File: src/rtl/uart_frame_tx_if.sv
// Handshake bundle between the frame transmitter, its sample buffer and the UART byte transmitter.
// master = frame transmitter side, slave = buffer/UART/controller side.
interface uart_frame_tx_if #(
  parameter int ADDR_W = 8
);
  logic              start;
  logic              frame_busy;
  logic              frame_done;
  logic              error;
  logic [ADDR_W-1:0] rd_addr;
  logic [15:0]       rd_data;
  logic [7:0]        tx_data;
  logic              tx_enable;
  logic              tx_busy;

  modport master (
    input  start, rd_data, tx_busy,
    output frame_busy, frame_done, error, rd_addr, tx_data, tx_enable
  );

  modport slave (
    output start, rd_data, tx_busy,
    input  frame_busy, frame_done, error, rd_addr, tx_data, tx_enable
  );
endinterface

File: src/rtl/uart_frame_tx.sv
// Frame transmitter: reads WORDS 16-bit samples and sends them over a byte UART as
// SYNC, LEN, low/high byte pairs and a mod-256 checksum, with a handshake timeout.
module uart_frame_tx #(
  parameter int         WORDS     = 64,
  parameter int         ADDR_W    = 8,
  parameter logic [7:0] SYNC_BYTE = 8'hA5,
  parameter int         TIMEOUT   = 4096
) (
  input logic             clk,
  input logic             rst,
  uart_frame_tx_if.master bus
);

  typedef enum logic [2:0] {
    IDLE, SYNC, LEN, FETCH, LO, HI, CSUM, DONE
  } state_t;

  localparam int         TMO_W    = $clog2(TIMEOUT + 1);
  localparam logic [TMO_W-1:0] TMO_LAST = TMO_W'(TIMEOUT - 1);
  localparam logic [7:0] LEN_BYTE = 8'(WORDS);
  localparam logic [7:0] LAST_IDX = 8'(WORDS - 1);

  state_t           state_reg, state_next;
  logic             busy_meta_reg, busy_sync_reg;
  logic             seen_busy_reg;
  logic [TMO_W-1:0] tmo_reg;
  logic [7:0]       idx_reg;
  logic [7:0]       csum_reg;
  logic [15:0]      word_reg;
  logic             fetch_cnt_reg;
  logic             error_reg;

  logic             accept;
  logic             byte_state;
  logic             byte_done;
  logic             timeout;
  logic             tx_en_c;
  logic [7:0]       tx_data_c;

  always_comb begin
    state_next = state_reg;
    accept     = 1'b0;
    byte_state = 1'b0;
    tx_data_c  = 8'h00;

    case (state_reg)
      SYNC:    begin byte_state = 1'b1; tx_data_c = SYNC_BYTE;      end
      LEN:     begin byte_state = 1'b1; tx_data_c = LEN_BYTE;       end
      LO:      begin byte_state = 1'b1; tx_data_c = word_reg[7:0];  end
      HI:      begin byte_state = 1'b1; tx_data_c = word_reg[15:8]; end
      CSUM:    begin byte_state = 1'b1; tx_data_c = csum_reg;       end
      default: ;
    endcase

    // Enable drops once busy has been seen; the byte completes when busy falls again.
    tx_en_c   = byte_state && !seen_busy_reg;
    byte_done = byte_state && seen_busy_reg && !busy_sync_reg;
    timeout   = tx_en_c && !busy_sync_reg && (tmo_reg == TMO_LAST);

    case (state_reg)
      IDLE: begin
        if (bus.start) begin
          accept     = 1'b1;
          state_next = SYNC;
        end
      end
      SYNC:  if (timeout) state_next = DONE; else if (byte_done) state_next = LEN;
      LEN:   if (timeout) state_next = DONE; else if (byte_done) state_next = FETCH;
      FETCH: if (fetch_cnt_reg) state_next = LO;
      LO:    if (timeout) state_next = DONE; else if (byte_done) state_next = HI;
      HI: begin
        if (timeout)
          state_next = DONE;
        else if (byte_done)
          state_next = (idx_reg < LAST_IDX) ? FETCH : CSUM;
      end
      CSUM:  if (timeout || byte_done) state_next = DONE;
      DONE:  state_next = IDLE;
      default: state_next = IDLE;
    endcase
  end

  always_ff @(posedge clk or posedge rst) begin
    if (rst) begin
      state_reg     <= IDLE;
      busy_meta_reg <= 1'b0;
      busy_sync_reg <= 1'b0;
      seen_busy_reg <= 1'b0;
      tmo_reg       <= '0;
      idx_reg       <= 8'h00;
      csum_reg      <= 8'h00;
      word_reg      <= 16'h0000;
      fetch_cnt_reg <= 1'b0;
      error_reg     <= 1'b0;
    end else begin
      state_reg     <= state_next;
      busy_meta_reg <= bus.tx_busy;
      busy_sync_reg <= busy_meta_reg;

      if (accept || byte_done || timeout)
        seen_busy_reg <= 1'b0;
      else if (byte_state && busy_sync_reg)
        seen_busy_reg <= 1'b1;

      if (tx_en_c && !busy_sync_reg && !timeout)
        tmo_reg <= tmo_reg + 1'b1;
      else
        tmo_reg <= '0;

      if (accept)
        error_reg <= 1'b0;
      else if (timeout)
        error_reg <= 1'b1;

      // Checksum covers LEN and payload bytes, never SYNC or itself.
      if (accept)
        csum_reg <= 8'h00;
      else if (byte_done && (state_reg == LEN || state_reg == LO || state_reg == HI))
        csum_reg <= csum_reg + tx_data_c;

      if (accept)
        idx_reg <= 8'h00;
      else if (state_reg == HI && byte_done && !timeout && idx_reg < LAST_IDX)
        idx_reg <= idx_reg + 8'h01;

      fetch_cnt_reg <= (state_reg == FETCH) ? !fetch_cnt_reg : 1'b0;
      if (state_reg == FETCH && fetch_cnt_reg)
        word_reg <= bus.rd_data;
    end
  end

  assign bus.frame_busy = (state_reg != IDLE);
  assign bus.frame_done = (state_reg == DONE);
  assign bus.error      = error_reg;
  assign bus.rd_addr    = ADDR_W'(idx_reg);
  assign bus.tx_data    = tx_data_c;
  assign bus.tx_enable  = tx_en_c;

endmodule

File: src/flat_wrapper.sv
// flat-port wrapper written by rule: the top's interface ports become plain ports
module uart_frame_tx_flat 
#(
  parameter int         WORDS     = 64,
  parameter int         ADDR_W    = 8,
  parameter logic [7:0] SYNC_BYTE = 8'hA5,
  parameter int         TIMEOUT   = 4096
)
  (clk, rst, bus_start, bus_rd_data, bus_tx_busy, bus_frame_busy, bus_frame_done, bus_error, bus_rd_addr, bus_tx_data, bus_tx_enable);
  uart_frame_tx_if #(.ADDR_W(ADDR_W)) bus_i ();
  input logic clk;
  input logic rst;
  input wire logic [$bits(bus_i.start)-1:0] bus_start;
  input wire logic [$bits(bus_i.rd_data)-1:0] bus_rd_data;
  input wire logic [$bits(bus_i.tx_busy)-1:0] bus_tx_busy;
  output wire logic [$bits(bus_i.frame_busy)-1:0] bus_frame_busy;
  output wire logic [$bits(bus_i.frame_done)-1:0] bus_frame_done;
  output wire logic [$bits(bus_i.error)-1:0] bus_error;
  output wire logic [$bits(bus_i.rd_addr)-1:0] bus_rd_addr;
  output wire logic [$bits(bus_i.tx_data)-1:0] bus_tx_data;
  output wire logic [$bits(bus_i.tx_enable)-1:0] bus_tx_enable;
  assign bus_i.start = bus_start;
  assign bus_i.rd_data = bus_rd_data;
  assign bus_i.tx_busy = bus_tx_busy;
  assign bus_frame_busy = bus_i.frame_busy;
  assign bus_frame_done = bus_i.frame_done;
  assign bus_error = bus_i.error;
  assign bus_rd_addr = bus_i.rd_addr;
  assign bus_tx_data = bus_i.tx_data;
  assign bus_tx_enable = bus_i.tx_enable;
  uart_frame_tx #(.WORDS(WORDS), .ADDR_W(ADDR_W), .SYNC_BYTE(SYNC_BYTE), .TIMEOUT(TIMEOUT)) u_core (.clk(clk), .rst(rst), .bus(bus_i));
endmodule
File: config.mk
export PLATFORM = sky130hd
export DESIGN_NAME = uart_frame_tx_flat
export DESIGN_NICKNAME = d
export VERILOG_FILES = /design/src/rtl/uart_frame_tx_if.sv /design/src/rtl/uart_frame_tx.sv /design/src/flat_wrapper.sv
export SDC_FILE = /design/constraint.sdc
export NUM_CORES = 1
export LEC_CHECK = 0
export BUFFER_PORTS_ARGS = -buffer_cell sky130_fd_sc_hd__buf_2
export CELL_PAD_IN_SITES_DETAIL_PLACEMENT = 1
export CELL_PAD_IN_SITES_GLOBAL_PLACEMENT = 2
export CORE_ASPECT_RATIO = 0.9
export CORE_UTILIZATION = 39
export CTS_CLUSTER_SIZE = 30
export DETAILED_ROUTE_END_ITERATION = 12
export PLACE_DENSITY = 0.92
export RECOVER_POWER = 50
export SLEW_MARGIN = 20
export SYNTH_ARGS = -nofsm -noshare
export SYNTH_HDL_FRONTEND = slang
export SYNTH_SLANG_ARGS = --single-unit
File: constraint.sdc
create_clock -name clk -period 7.66 [get_ports clk]
set_input_delay 0.766 -clock clk [delete_from_list [all_inputs] [get_ports clk]]
set_output_delay 0.766 -clock clk [all_outputs]
set_load 0.02 [all_outputs]
==> run metrics, run 1 <==
cell taking the most area after synthesis dfrtp_1; Area contributors post-synth dfrtp_1 46%, mux2_2 6.2%, ha_1 3.9%; DR iter-0 viols 77; non-filler cells, final 419; Die ar. 7780 sq um; layout cells sized above 1 19.0%; clk_lat worst skew 0.31 ns; RSZ-0062 raised after global routing no; deepest clock path buffer count 2; Global Route Usage Sum 19.1%; kind of critical path in -> async; Residual DRC 0; DR WL/cell 16.2 um; grt ovf 0; CP Launch Type input port; post-synth top area share 45.8%; # nets final 355; vias in the first global route 2366; worst endpoint required time 7.48 ns; first-pass GRT wire length 11600 um; final hold viol count 0; Vias/cell 5.37; CTS tree yes; PwrDens 348 nW/um^2; Async SR Flop Fraction 100%; Ports 40; crit path max fanout 53; Die Ht 83.8 um; RePlAce Congestion 0.829; Rel. slew slack -88.4%; final setup skew 0.0103 ns; max reg flops 16; Placed Instance Area 3150 sq um; CTS buffer count 5; synth unique cells 49; Main synth FF type dfrtp_1; H-tree depth 2; Tightest Hold Check Type reg -> reg; logic gate share of total power 40.8%; Yosys reg bits 53; clock network fraction of total power 17.8%; Initial Util 40.7%; clk sinks 53; fmax 0.322 GHz; Crit path arrival time 2.92 ns; Post-CTS Repair Setup Buffers 0; Core Util, Final 45.8%; EDFF count, synth 0; Detail Placement HPWL 4920 um; total length of routed wires 6780 um; largest net degree at the start of global routing 54; Post-Syn Instances 291; num rows 29; Post-DRT Antenna Nets 0; pins over their slew limit 54; Mean Syn Cell Area 9.96 sq um; core area 7110 sq um; failing checks max-capacitance violations, max-slew violations; Synth warnings 0; drt pass-1 iters 4; crit path time final 3.11 ns; antenna violations before repair 0; period utilisation layout 40.6%; placed insts 411; Root Buffer clkbuf_8; diode count 0; Final setup viols 0; Port Buf Inserts 39; setup TNS 0 ns; sequential fraction of the synthesis area 45.8%; Sw Ratio 41.5%; Int Power 663 uW; CTS resizes 0; fin area 3260 sq um; Vias 2249; Layout area overhead 12.5%; hold_ws 0.374 ns; status finished with violations; Cell Area, Synth 2900 sq um; Psw 471 uW; Lkg Pwr 0.00153 uW; clk slew on worst S/H paths 0.11 ns; Fillers 851; Mapped Nets 321; hold_buf cts 0; Worst-Margin Slew 2.83 ns; register share of total power 41.4%; Worst Setup End Kind asynchronous set/reset pin; Max VDD drop 0.142 mV; Chip Width 92.9 um; max_cap viols 1
-- worst max-delay path, cell delays in order --
cell and delay [ns]:
buf_2 0.09, inv_1 0.04, clkbuf_1 1.99
-- path summary, 6_finish.rpt --
check / startpoint / endpoint / slack, ns / cells past startpoint
worst max register to register: u_core.state_reg[2] / u_core.csum_reg[5] / 4.65 / 9
worst max-delay path: rst / u_core.tmo_reg[6] / 4.55 / 3
worst min-delay path: u_core.busy_meta_reg / u_core.busy_sync_reg / 0.37 / 0
min in group asynchronous: rst / u_core.word_reg[2] / 1.51 / 3
max in group clk: u_core.state_reg[2] / u_core.csum_reg[5] / 4.65 / 9
worst min register to register: u_core.busy_meta_reg / u_core.busy_sync_reg / 0.37 / 0
-- area by class of cell --
cell class / count / area (sq um) / share of cell area [%]
clock inverter: 3 / 50.0 / 1.53
clock buffer: 5 / 68.8 / 2.11
tap: 93 / 116 / 3.57
inverter: 12 / 45.0 / 1.38
sequential: 53 / 1330 / 40.7
multi-input combinational: 213 / 1460 / 44.9
timing repair buffer: 40 / 191 / 5.87
-- through the flow --
step                      power, uW  worst slack, ns
after floorplan                 803             4.70
after detailed placement        939             4.74
after global routing           1220             3.81
after CTS                      1150             4.70
final                          1130             4.55
after global placement          917             4.85
-- synth_stat cells (5+ instances only) --
master	instances
xor2_1	8
inv_1	12
ha_1	9
a21o_1	5
nand2_1	17
mux2_2	16
and3_1	6
xnor2_1	8
o21ai_0	16
clkbuf_1	6
and2_1	7
a21oi_1	14
buf_2	5
nand3_1	18
nor3_1	5
dfrtp_1	53
mux2i_1	6
nor2_1	26
-- power groups by stage --
stage | logic [uW] | registers [uW] | clock network, uW
3_5_place_dp | 466 | 472 | 0
2_1_floorplan | 382 | 420 | 0
5_1_grt | 516 | 488 | 218
6_report | 462 | 470 | 202
4_1_cts | 471 | 469 | 209
3_3_place_gp | 448 | 468 | 0
-- cells by family after synthesis --
kind of cell	after synthesis	share of synthesized area [%]
AND/OR/NAND/NOR	109	20.6
AO/OA/AOI/OAI	56	12.2
flip-flops	53	45.8
buffers and inverters	25	3.76
multiplexers	22	8.29
XOR/XNOR	16	4.84
adder cells (fa/ha/maj)	10	4.58
-- routing by layer --
metal  vias to the layer above  global-route usage, %  wire (um)
met5                         -                      0          0
met3                         2                   3.83        188
li1                       1095                      -          -
met4                         0                   5.17         48
met1                      1126                   26.5       3180
met2                        26                   30.3       3370
-- layout by cell type (no fill, tap or decap), types with 2 or more instances in the layout --
| cell | instances |
|---|---|
| a311oi_1 | 4 |
| nor2b_1 | 4 |
| and3_1 | 6 |
| nand4_1 | 3 |
| and2_1 | 7 |
| xnor2_1 | 8 |
| or3_1 | 4 |
| a21oi_1 | 14 |
| buf_2 | 33 |
| o21ai_0 | 16 |
| clkbuf_8 | 5 |
| xor2_1 | 8 |
| a31oi_1 | 2 |
| nor2_1 | 26 |
| mux2_2 | 16 |
| mux2i_1 | 6 |
| nand2b_1 | 4 |
| o31ai_1 | 2 |
| clkbuf_1 | 7 |
| nand2_1 | 17 |
| dfrtp_1 | 53 |
| o21a_1 | 3 |
| o21bai_1 | 3 |
| and3b_1 | 2 |
| inv_1 | 12 |
| or3b_2 | 2 |
| and4_1 | 2 |
| nor3_1 | 5 |
| a21o_1 | 5 |
| nand3_1 | 18 |
| ha_1 | 9 |
No activity file was read; power rests on OpenSTA's default activity.
==> inputs of run 2 (changes only) <==
--- a/config.mk
+++ b/config.mk
@@ -9,10 +9,10 @@
 export CELL_PAD_IN_SITES_DETAIL_PLACEMENT = 1
 export CELL_PAD_IN_SITES_GLOBAL_PLACEMENT = 2
 export CORE_ASPECT_RATIO = 0.9
-export CORE_UTILIZATION = 39
+export CORE_UTILIZATION = 36
 export CTS_CLUSTER_SIZE = 30
 export DETAILED_ROUTE_END_ITERATION = 12
-export PLACE_DENSITY = 0.92
+export PLACE_DENSITY = 0.87
 export RECOVER_POWER = 50
 export SLEW_MARGIN = 20
 export SYNTH_ARGS = -nofsm -noshare
==> constraint.sdc (replaced) <==
create_clock -name clk -period 2.9 [get_ports clk]
set_input_delay 0.29 -clock clk [delete_from_list [all_inputs] [get_ports clk]]
set_output_delay 0.29 -clock clk [all_outputs]
set_load 0.02 [all_outputs]
==> run 2 against run 1 <==
Against the previous run:
- the flow still finishes with violations (max-capacitance violations, max-slew violations)
- highest routed layer unchanged
- combinational power increased to 2.9 times the previous value
- core utilization decreased by 2.8 points
- wire length increased by 0.91%
- total power increased to 2.7 times the previous value
- global-route usage decreased by 0.56 points
- register-to-register slack got worse by 4.3 ns
- hold slack got worse by 0.29 ns
- via count increased by 0.40%
- sequential share of layout area decreased by 0.41 points
- critical endpoint is now u_core.csum_reg[7]
- sequential power increased by 150%
- count of clock-buffer cells in the layout increased by 2
==> run metrics, run 2 (same netlist as run 1, synthesis figures left out) <==
commonest non-fill, non-tap cell in the layout dfrtp_1; first-pass GRT wire length 12000 um (+3.0%); grt ovf 0 (unchanged); CP bufs+invs 1 (-2); crit path max fanout 17 (-68%); Rel. slew slack -3.30% (+85 points); most frequent cells in the layout 52 x dfrtp_1, 32 x buf_2, 26 x nor2_1; Min-Delay Path Depth 1 (+1); PwrDens 917 nW/um^2 (+160%); Seq. cell area 1330 sq um (about the same); crit path launch u_core.state_reg[0]; hold_sp bus_tx_busy; num rows 30 (+3.4%); Lkg Pwr 0.00155 uW (+0.95%); max reg flops 16 (unchanged); Ports 40 (unchanged); Die Ht 87.1 um (+4.0%); core area 7660 sq um (+7.7%); Crit path arrival time 2.83 ns (-0.09 ns); CTS buffer count 5 (unchanged); CP Cell Sequence buf_4 -> a21oi_1 -> a311oi_1 -> a21o_1 -> ha_1 -> nand4_1 -> nand3_1 -> nor2_1 -> mux2i_1 -> mux2i_1; Port Buf Inserts 39 (unchanged); Initial Util 37.8% (-2.9 points); Vias/cell 5.30 (-1.2%); crit path time final 2.60 ns; Layout area overhead 13.8%; vias in the first global route 2355 (-0.46%); status finished with violations; Tightest Hold Check Type in -> reg; r2r worst-path depth 10 (+1); area of the multi-input gates 1470 sq um (+0.34%); placed insts 418 (+1.7%); Chip Width 96.6 um (+4.0%); largest net degree at the start of global routing 29 (-46%); Worst R2R End u_core.csum_reg[7]; reg2reg start u_core.state_reg[0]; Max VDD drop 0.329 mV (+130%); Detail Placement HPWL 5230 um (+6.4%); deepest clock path buffer count 2 (unchanged); antenna violations before repair 0 (unchanged); drt pass-1 iters 4 (unchanged); max_cap viols 1 (unchanged); Global Route Usage Sum 18.6% (-0.56 points); Die ar. 8410 sq um (+8.1%); # nets final 359 (+1.1%); setup TNS 0 ns (unchanged); Root Buffer clkbuf_8; Post-CTS Repair Setup Buffers 0 (unchanged); slowest cell delay on critical path 0.55 ns (-1.44 ns); clk sinks 53 (unchanged); worst endpoint required time 3.13 ns (-4.35 ns); H-tree depth 2 (unchanged); R2R setup slack 0.30 ns (-4.35 ns); DR WL/cell 16.1 um (-0.74%); Residual DRC 0 (unchanged); Vias 2258 (+0.40%); total length of routed wires 6840 um (+0.91%); Worst-Margin Slew 1.55 ns (-1.28 ns); DR iter-0 viols 87 (+13%); final hold viol count 0 (unchanged); CP most frequent cell mux2i_1; Crit path max-delay family compound AO/OA/AOI/OAI gates; pins over their slew limit 29 (-46%); clk_lat worst skew 0.31 ns (about the same); Hold EP u_core.busy_meta_reg; Fillers 894 (+5.1%); Final setup viols 0 (unchanged); CP Launch Type flip-flop; clk slew on worst S/H paths 0.10 ns (about the same); Worst Setup End Kind flip-flop; non-filler cells, final 426 (+1.7%); RSZ-0062 raised after global routing no; CTS tree yes; final setup skew 0.00948 ns (-0.000866 ns); Post-DRT Antenna Nets 0 (unchanged); hold_buf cts 0 (unchanged); RePlAce Congestion 0.825 (-0.41%); slowest CP cell dfrtp_1; kind of critical path reg -> reg; diode count 0 (unchanged); fmax 0.385 GHz; failing checks max-capacitance violations, max-slew violations; layout cells sized above 1 20.0% (+0.98 points); period utilisation layout 89.6%
run 2: area by class of cell:
cell class                      instances  area share [%]
Tap cell                               96            3.64
Clock inverter                          1           0.911
Timing Repair Buffer                   44            6.68
Clock buffer                            7            2.62
Inverter                               12            1.37
Sequential cell                        53            40.3
Multi-Input combinational cell        213            44.5
run 2: worst reg2reg max path, stage by stage, from the launching register on:
cell and delay (ns):
dfrtp_1 0.55, buf_4 0.28, a21oi_1 0.06, a311oi_1 0.43, a21o_1 0.17, ha_1 0.31
nand4_1 0.10, nand3_1 0.08, nor2_1 0.12, mux2i_1 0.23, mux2i_1 0.20
run 2: through the flow:
stage	util (%)	total power, uW	hold WS [ns]	instance area (sq um)	setup WS, ns
3_5_place_dp	41.7	2530	0.342	3190	0.253
6_report	43.1	3020	0.0871	3300	0.301
2_1_floorplan	-	2130	0.321	2900	0.154
3_3_place_gp	41.7	2490	0.335	3190	0.350
5_1_grt	43.1	3270	0.0616	3300	0.0903
4_1_cts	43.2	3060	0.0328	3310	0.234
run 2: power breakdown:
group          leakage [uW]  switching [uW]  internal, uW
combinational      0.000809             768           566
clock             0.0000585             243           282
sequential         0.000682             210           955
run 2: repair_timing:
action	in CTS	in global routing
hold endpoints to repair	0	0
resized for setup	0	1
endpoints found under the setup margin	0	1
run 2: worst max-delay path by stage:
stage                     depth (start not counted)  slack, ns                  end
after floorplan                                  11       0.15   u_core.csum_reg[7]
after global placement                            9       0.35   u_core.csum_reg[5]
after detailed placement                          9       0.25   u_core.csum_reg[5]
after CTS                                         9       0.23   u_core.csum_reg[5]
after global routing                              3       0.09  u_core.state_reg[2]
final                                            10       0.30   u_core.csum_reg[7]
run 2: layer usage:
layer  global-route usage, %  vias up  wire [um]
li1                        -     1103          -
met1                    27.1     1129       3360
met2                    28.5       20       3270
met3                    2.79        6        129
met4                    5.21        0         87
met5                       0        -          0
==> inputs of run 3 (changes only) <==
==> constraint.sdc (replaced) <==
create_clock -name clk -period 2.9 [get_ports clk]
set_input_delay 0.145 -clock clk [delete_from_list [all_inputs] [get_ports clk]]
set_output_delay 0.145 -clock clk [all_outputs]
set_load 0.02 [all_outputs]
==> run 3 against run 2 <==
Against the previous run:
- the flow now finishes without violations
- largest cell class unchanged
- register-to-register slack got worse by 0.09 ns
- die area unchanged
- critical path depth decreased by 1
- maximum frequency decreased by 3.4%
- core utilization decreased by 0.16 points
==> run metrics, run 3 (same netlist as run 1, synthesis figures left out) <==
crit path max fanout 15 (-2); fin area 3280 sq um (-0.38%); Die Ht 87.1 um (unchanged); clk_lat worst skew 0.31 ns (about the same); RePlAce Congestion 0.826 (about the same); drt pass-1 iters 5 (+1); fin worst setup slack 0.209 ns (-0.0924 ns); grt ovf 0 (unchanged); Vias 2328 (+3.1%); Worst Setup End Kind flip-flop; Residual DRC 0 (unchanged); Core Util, Final 42.9% (-0.16 points); crit path time final 2.69 ns (+0.0924 ns); pins over their slew limit 0 (-100%); final setup skew 0.00748 ns (-0.00200 ns); Worst-Margin Slew 1.25 ns (-0.305 ns); slowest CP cell dfrtp_1; vias in the first global route 2381 (+1.1%); Tightest Hold Check Type in -> reg; most frequent cells in the layout 53 x dfrtp_1, 30 x buf_2, 26 x nor2_1; kind of critical path reg -> reg; pre-CTS WS 0.224 ns (-0.0290 ns); Initial Util 37.8% (unchanged); Post-DRT Antenna Nets 0 (unchanged); max reg flops 16 (unchanged); Detail Placement HPWL 5260 um (+0.58%); hold_ws 0.0620 ns (-0.0251 ns); H-tree depth 2 (unchanged); status finished clean; # nets final 361 (+0.56%); PwrDens 893 nW/um^2 (-2.7%); Die ar. 8410 sq um (unchanged); setup TNS 0 ns (unchanged); Rel. slew slack 16.9% (+20 points); Vias/cell 5.44 (+2.6%); period utilisation layout 92.8% (+3.2 points); antenna violations before repair 0 (unchanged); max_cap viols 0 (-1); first-pass GRT wire length 12000 um (-0.29%); Final setup viols 0 (unchanged); clk slew on worst S/H paths 0.10 ns (about the same); DR WL/cell 16.2 um (+0.81%); layout cells sized above 1 19.3% (-0.72 points); deepest clock path buffer count 2 (unchanged); Lkg Pwr 0.00154 uW (-0.57%); RSZ-0062 raised after global routing no; largest net degree at the start of global routing 32 (+10%); worst endpoint required time 3.13 ns (about the same); diode count 0 (unchanged); CP Launch Type flip-flop; Ports 40 (unchanged); CTS tree yes; Layout area overhead 13.3%; CTS resizes 0 (unchanged); Port Buf Inserts 39 (unchanged); Crit path arrival time 2.92 ns (+0.09 ns); CP Cell Sequence a21oi_1 -> a311oi_1 -> a21o_1 -> ha_1 -> a21oi_1 -> a21boi_0 -> o21a_1 -> o21a_1 -> o31ai_1; clk sinks 53 (unchanged); num rows 30 (unchanged); CTS buffer count 5 (unchanged); Max VDD drop 0.318 mV (-3.3%); slowest cell delay on critical path 0.60 ns (+0.05 ns); core area 7660 sq um (unchanged); final hold viol count 0 (unchanged); Root Buffer clkbuf_8; total length of routed wires 6930 um (+1.3%); commonest non-fill, non-tap cell in the layout dfrtp_1; DR iter-0 viols 83 (-4.6%); fmax 0.372 GHz (-3.4%); Global Route Usage Sum 18.6% (about the same); Placed Instance Area 3190 sq um (unchanged); Chip Width 96.6 um (unchanged)
[run 3: area by class of cell]
| class | instances | area, sq um |
|---|---|---|
| Fill cell | 925 | 4370 |
| Timing Repair Buffer | 46 | 239 |
| Clock inverter | 2 | 13.8 |
| Clock buffer | 6 | 72.6 |
| Tap cell | 96 | 120 |
| Sequential cell | 53 | 1330 |
| Inverter | 12 | 45.0 |
| Multi-Input combinational cell | 213 | 1470 |
[run 3: worst max-delay path: cells and delay by family (launching register included)]
kind | cells | cell delay [ns]
fa+ha+maj | 1 | 0.29
flops | 1 | 0.60
compound gates | 8 | 1.72
[run 3: final timing paths]
kind / startpoint / to / slack [ns] / cells after the start
setup / recovery: u_core.state_reg[2] / u_core.csum_reg[5] / 0.21 / 9
hold / removal: bus_rd_data[14] / u_core.word_reg[14] / 0.06 / 2
setup reg to reg: u_core.state_reg[2] / u_core.csum_reg[5] / 0.21 / 9
hold reg to reg: u_core.busy_meta_reg / u_core.busy_sync_reg / 0.37 / 0
max in group asynchronous: rst / u_core.word_reg[5] / 0.99 / 4
min in group asynchronous: rst / u_core.state_reg[1] / 0.73 / 3
[run 3: repair_timing]
action                    in CTS  in global routing
setup buffers                  0                  0
hold buffers                   2                  0
hold endpoints to repair      31                  0
[run 3: power by group]
part,internal (uW),switching [uW],total (uW)
sequential,955,215,1170
combinational,568,775,1340
clock,173,247,419
[run 3: metrics by stage]
stage                     std cells  power, uW
final                           428       2930
after floorplan                 291       2130
after detailed placement        418       2540
after global routing            428       3160
after CTS                       428       2970
after global placement          418       2490
[run 3: metal layers]
metal  vias to the layer above  track usage (%)  share of wire (%)
met3                         9             3.14                2.7
li1                       1107                -                  -
met1                      1176             25.7                 48
met2                        36             29.4                 48
met5                         -                0                  0
met4                         0             6.02                1.9
